`config.mk`:
```
export PLATFORM = sky130hd
export DESIGN_NAME = vram_arbiter
export DESIGN_NICKNAME = d
export VERILOG_FILES = /design/src/rtl/vram_pkg.sv /design/src/rtl/vram_arbiter.sv
export SDC_FILE = /design/constraint.sdc
export NUM_CORES = 1
export LEC_CHECK = 0
export CORE_MARGIN = 3
export CORE_UTILIZATION = 31
export CTS_BUF_LIST = sky130_fd_sc_hd__clkbuf_4 sky130_fd_sc_hd__clkbuf_8
export CTS_CLUSTER_DIAMETER = 30
export DETAILED_ROUTE_END_ITERATION = 7
export GPL_TIMING_DRIVEN = 0
export HOLD_SLACK_MARGIN = 0.02
export PLACE_DENSITY = 0.88
export SLEW_MARGIN = 20
export SYNTH_ARGS = -nofsm -noshare
export SYNTH_HDL_FRONTEND = slang
export SYNTH_SLANG_ARGS = --single-unit
```
`constraint.sdc`:
```
create_clock -name clk -period 2.9 [get_ports clk]
set_input_delay 0.435 -clock clk [delete_from_list [all_inputs] [get_ports clk]]
set_output_delay 0.435 -clock clk [all_outputs]
set_load 0.005 [all_outputs]
```
`src/rtl/vram_pkg.sv`:
```
// Shared widths and arbiter state encoding for the video RAM arbiter.
package vram_pkg;

  localparam int unsigned VRAM_ADDR_WIDTH = 11;
  localparam int unsigned VRAM_DATA_WIDTH = 8;

  typedef enum logic [1:0] {
    IDLE   = 2'd0,
    ISSUED = 2'd1,
    ACK    = 2'd2
  } arb_state_t;

endpackage

```
`src/rtl/vram_arbiter.sv`:
```
// Shares the single-port video RAM between display fetches (absolute priority) and CPU req/ack accesses.
// Optional feature macro: VRAM_ARB_BLANK_ONLY_EN restricts CPU grants to blanking (vid_active=0).
module vram_arbiter
  import vram_pkg::*;
#(
  parameter int unsigned ADDR_WIDTH = VRAM_ADDR_WIDTH,
  parameter int unsigned DATA_WIDTH = VRAM_DATA_WIDTH
) (
  input  logic                  clk,
  input  logic                  reset,
  input  logic                  vid_req,
  input  logic [ADDR_WIDTH-1:0] vid_addr,
  input  logic                  vid_active,
  output logic                  vid_valid,
  output logic [DATA_WIDTH-1:0] vid_data,
  input  logic                  cpu_req,
  input  logic                  cpu_we,
  input  logic [ADDR_WIDTH-1:0] cpu_addr,
  input  logic [DATA_WIDTH-1:0] cpu_wdata,
  output logic                  cpu_ack,
  output logic [DATA_WIDTH-1:0] cpu_rdata,
  output logic [ADDR_WIDTH-1:0] ram_addr,
  output logic                  ram_we,
  output logic [DATA_WIDTH-1:0] ram_wdata,
  input  logic [DATA_WIDTH-1:0] ram_rdata
);

  arb_state_t state;
  arb_state_t state_next;
  logic       cpu_allowed_c;
  logic       cpu_grant_c;
  logic       ack_next;
  logic       capture_c;
  logic       op_read;

`ifdef VRAM_ARB_BLANK_ONLY_EN
  // CPU touches the RAM only outside visible lines, so the display never sees snow.
  assign cpu_allowed_c = !vid_active;
`else
  logic unused_vid_active;
  assign unused_vid_active = vid_active;
  assign cpu_allowed_c     = 1'b1;
`endif

  // Video always wins the port; the CPU only gets a free IDLE cycle, and never while in reset.
  assign cpu_grant_c = !reset && !vid_req && (state == IDLE) && cpu_req && cpu_allowed_c;

  assign ram_addr  = vid_req ? vid_addr : cpu_addr;
  assign ram_we    = cpu_grant_c && cpu_we;
  assign ram_wdata = cpu_wdata;
  assign vid_data  = ram_rdata;

  // Next-state and registered-output decode.
  always_comb begin
    state_next = state;
    ack_next   = 1'b0;
    capture_c  = 1'b0;
    unique case (state)
      IDLE: begin
        if (cpu_grant_c) state_next = ISSUED;
      end
      ISSUED: begin
        ack_next   = 1'b1;
        capture_c  = op_read;
        state_next = ACK;
      end
      ACK: begin
        state_next = IDLE;
      end
      default: begin
        state_next = IDLE;
      end
    endcase
  end

  // The CPU byte is captured in ISSUED; a video fetch issued that same cycle returns one cycle later.
  always_ff @(posedge clk or posedge reset) begin
    if (reset) begin
      state     <= IDLE;
      cpu_ack   <= 1'b0;
      cpu_rdata <= '0;
      vid_valid <= 1'b0;
      op_read   <= 1'b0;
    end else begin
      state     <= state_next;
      cpu_ack   <= ack_next;
      vid_valid <= vid_req;
      if (cpu_grant_c) op_read <= !cpu_we;
      if (capture_c) cpu_rdata <= ram_rdata;
    end
  end

  a_we_not_with_video: assert property (@(posedge clk) disable iff (reset) ram_we |-> !vid_req);
  a_ack_single_pulse:  assert property (@(posedge clk) disable iff (reset) cpu_ack |=> !cpu_ack);

endmodule

```
# Word level (Yosys, flattened, before mapping)
# Index checks and enable logic that the tools add are counted.
[totals]
out_inout_bits = 38
word_cells = 20
input_bits = 44
regBits = 13
[classes]
reduce_logical = 8
n_eq_ne = 2
n_mux = 5
[op_table]
columns = ["op", "n"]
rows = [
  ["$mux 11", 1],
  ["$logic_and 1x1->1", 4],
  ["$pmux 2 s2", 1],
  ["$logic_not 1->1", 3],
  ["$eq 2x1->1 const B", 1],
  ["$logic_not 2->1", 1],
  ["$mux 1", 2],
  ["$mux 2", 1],
  ["$ne 2x2->1 const B", 1],
]

# Logic depth before layout (Yosys ltp)
[logic_depth]
ltp_word = 6
depth_mapped = 3
ltp_nobuf = 3

# Least setup slack after synthesis
# Ideal clock, no wire load.
[synth_path]
kind = "input-to-output"
from = "in reset"
to = "out ram_we"
path_buffers = 0
t_required_ps = 2465
path_slack_ps = 1331
cell_stages = 3
arrival_ps = 1134
path_cell_list = "inv_1 and3_1 and2_1"
[synth_between]
elab_chain_len = 5
[synth_rtl]
columns = ["element", "line_no", "source"]
rows = [
  ["start: declaration", "vram_arbiter.sv:10", "input logic reset,"],
  ["$logic_not 1->1 (no line)", "-", ""],
  ["$logic_and 1x1->1 (3 in a row)", "vram_arbiter.sv:46", "assign cpu_grant_c = !reset && !vid_req && (state == IDLE) && cpu_req && cpu_allowed_c;"],
  ["$logic_and 1x1->1", "vram_arbiter.sv:49", "assign ram_we = cpu_grant_c && cpu_we;"],
  ["end: declaration", "vram_arbiter.sv:23", "output logic ram_we,"],
]
# Every way passes these cells.

# Final worst setup path
# Ends and elaborated chain as after synthesis.

==> flow_summary_export.csv <==
group,metric,value,unit
run_status,status,"completed",
layout,fin_nets,179,
placement,port_buffers,72,
timing,max_slew_margin,66.6,%
worst_setup_path,path_max_fanout,14,
clock_network,root_buffer,"clkbuf_4",
timing,period_share,89.7,%
clock_network,postCtsResizedCells,0,
timing,worst_slew_pin_slew,0.500,ns
die,core-area,0.00228,sq mm
timing,finalSetupTns,0,ns
clock_network,clk_path_buf_depth,2,
clock_network,cts-hold-fix-buffers,0,
worst_setup_path,start_kind,"input pin",
logic_synthesis,syn_area_per_cell,13.1,sq um
layout,diodes,0,
timing,finalHoldViolCount,0,
worst_setup_path,critPathCaptureType,"output pin",
clock_network,numCtsBuffers,3,
routing,vias,713,
timing,finalCriticalPeriod,2.60,ns
routing,first_iter_violations,4,
logic_synthesis,yosysWarnings,0,
die,start_util,33.4,%
layout,final_cells,162,
logic_synthesis,ys_ff_latch,13,
routing,ant_nets,0,
routing,route.detailed.drc,0,
layout,fillCellCount,164,
logic_synthesis,synthesis.instances,58,
pwr,p_int,0.000483,W
timing,setup_viol,0,
pwr,seqPwrFrac,38.7,%
worst_setup_path,worstSetupStartpoint,"reset",
global_routing,antenna_found_initial,0,
timing,rsz0062_at_grt,"false",
clock_network,cts_sinks,13,
timing,skew,0.00151,ns
clock_network,htree_levels,1,
pwr,power_density,403,mW/mm^2
clock_network,clk_latency,0.27,ns
logic_synthesis,yosysTopAreaCell,"dfrtp_1",
worst_setup_path,cp_slowest_stage_delay,0.52,ns
die,die_h,55.5,um
job,maxCapViolCount,0,
placement,gp_congestion,0.672,
logic_synthesis,syn_area,761,sq um
pwr,ir_worst_vdd,274,uV
worst_setup_path,crit_type,"input pin to output pin",
logic_synthesis,netlist_top_cells_area,"dfrtp_1, mux2_2, buf_4, mux2_4, nor2b_4",
layout,layout_commonest_cell,"clkdlybuf4s50_1",
pwr,swShare,22.4,%
logic_synthesis,synth.top_cell.area_share,42.8,%
worst_setup_path,slowest_stage,"clkdlybuf4s50_1",
routing,dr.pass1.iters,2,
global_routing,grt_pass1_wl,3470,um
worst_setup_path,path_cells,"clkdlybuf4s50_1, inv_1, and3_1, and2_1, clkdlybuf4s50_1",
placement,dpl.hpwl,1760,um
die,placement_rows,17,
global_routing,grt_start_max_net_pins,15,
clock_network,cts_setup_buffers,0,
routing,via_per_inst,4.40,
worst_setup_path,reg2reg_from,"state[1]$_DFFE_PP0P_",
logic_synthesis,ys_seq_area_share,42.8,%
pwr,clockPowerShare,18.9,%
clock_network,tritoncts,"yes",
logic_synthesis,syn_nets,102,
die,die-area,0.00308,sq mm
placement,place_inst,158,
global_routing,grt.total_usage,14.5,%
min_path,hp-class,"input pin to async pin",
pwr,fin_total_pwr,0.000623,W
global_routing,grt-ovfl-total,0,
global_routing,first_global_vias,838,
layout,syn_to_final_growth,103,%
logic_synthesis,ys_types,13,
timing,finalMaxSlewViolations,0,
routing,drt-total-wl,2040,um
worst_setup_path,arrival,2.17,ns
pwr,combPwrFrac,42.4,%
worst_setup_path,crit_top_cell,"clkdlybuf4s50_1",
clock_network,path_clk_slew,0.07,ns
die,pin_count,82,
pwr,switchingPower,0.000139,W
timing,fmaxAchievable,0.384,GHz
die,die_x,55.5,um
layout,layout_common_cells,"clkdlybuf4s50_1, buf_4, dfrtp_1, mux2_2, mux2_4",
routing,wl_per_cell,12.6,um
worst_setup_path,cp_data_required_time,2.47,ns
pwr,p_leak,0.696,nW
layout,drive_above_1_share,31.3,%
critical path, delay by kind of cell:
kind	cells	cell delay, ns
buffers and inverters	3	1.29
and+or+nand+nor	2	0.44
path summary, 6_finish.rpt:
| kind | slack [ns] | end | depth (start not counted) |
|---|---|---|---|
| hold reg to reg | 0.51 | state[1]$_DFFE_PP0P_ | 1 |
| min in group clk | 0.51 | state[1]$_DFFE_PP0P_ | 1 |
| hold / removal | 0.48 | cpu_rdata[2]$_DFFE_PP0P_ | 2 |
| max in group asynchronous | 2.08 | cpu_rdata[6]$_DFFE_PP0P_ | 2 |
| setup reg to reg | 1.77 | cpu_rdata[1]$_DFFE_PP0P_ | 3 |
| setup / recovery | 0.30 | ram_we | 5 |
per-stage QoR:
stage               worst slack [ns]  utilization (%)  instance area, sq um  hold slack (ns)
floorplan                       1.33                -                   761            0.317
global placement               0.276             66.6                  1520            0.491
detailed placement             0.257             66.6                  1520            0.493
CTS                            0.255             67.9                  1550            0.496
global route                   0.163             67.9                  1550            0.504
finish                         0.299             67.9                  1550            0.483
power by group through the flow:
stage | sequential [W] | combinational [W] | clock, W
floorplan | 0.000245 | 0.0000938 | 0
global placement | 0.000242 | 0.000262 | 0
global route | 0.000247 | 0.000282 | 0.000133
finish | 0.000241 | 0.000264 | 0.000117
CTS | 0.000241 | 0.000269 | 0.000122
detailed placement | 0.000244 | 0.000267 | 0
synthesized netlist by cell type, drive strengths merged:
cell   number
and2        1
mux2       19
nand2       1
nor2b       2
dfrtp      13
inv         2
and3        1
mux2i       1
buf        17
nor3        1
sequential cells by signal (all words and copies together) (netlist names):
name and cells:
cpu_ack 1, vid_valid 1, state 2, op_read 1
cpu_rdata 8
cell type report:
type                    instances  area, sq um  share of cell area (%)
inverters                       2         7.51                   0.485
clock buffers                   4         30.0                    1.94
flip-flops and latches         13          325                    21.0
well taps                      28         35.0                    2.27
plain buffers                  17          125                    8.09
multi-input cells              26          303                    19.6
repair buffers                 72          721                    46.6
kinds of logic (layout without fill, tap and decap cells):
logic type / after synthesis / after routing / share of synthesized area (%)
flip-flops: 13 / 13 / 42.8
AND/OR/NAND/NOR: 6 / 6 / 6.41
multiplexers: 20 / 20 / 33.4
buffers and inverters: 19 / 95 / 17.4
per-layer routing:
| metal | up-vias | part of all wire (%) | global-route usage [%] |
|---|---|---|---|
| li1 | 334 | - | - |
| met1 | 314 | 31 | 13.2 |
| met2 | 58 | 52 | 25.8 |
| met3 | 7 | 15 | 8.64 |
| met4 | 0 | 1.9 | 5.90 |
| met5 | - | 0 | 0 |
No activity file was read; power rests on OpenSTA's default activity.
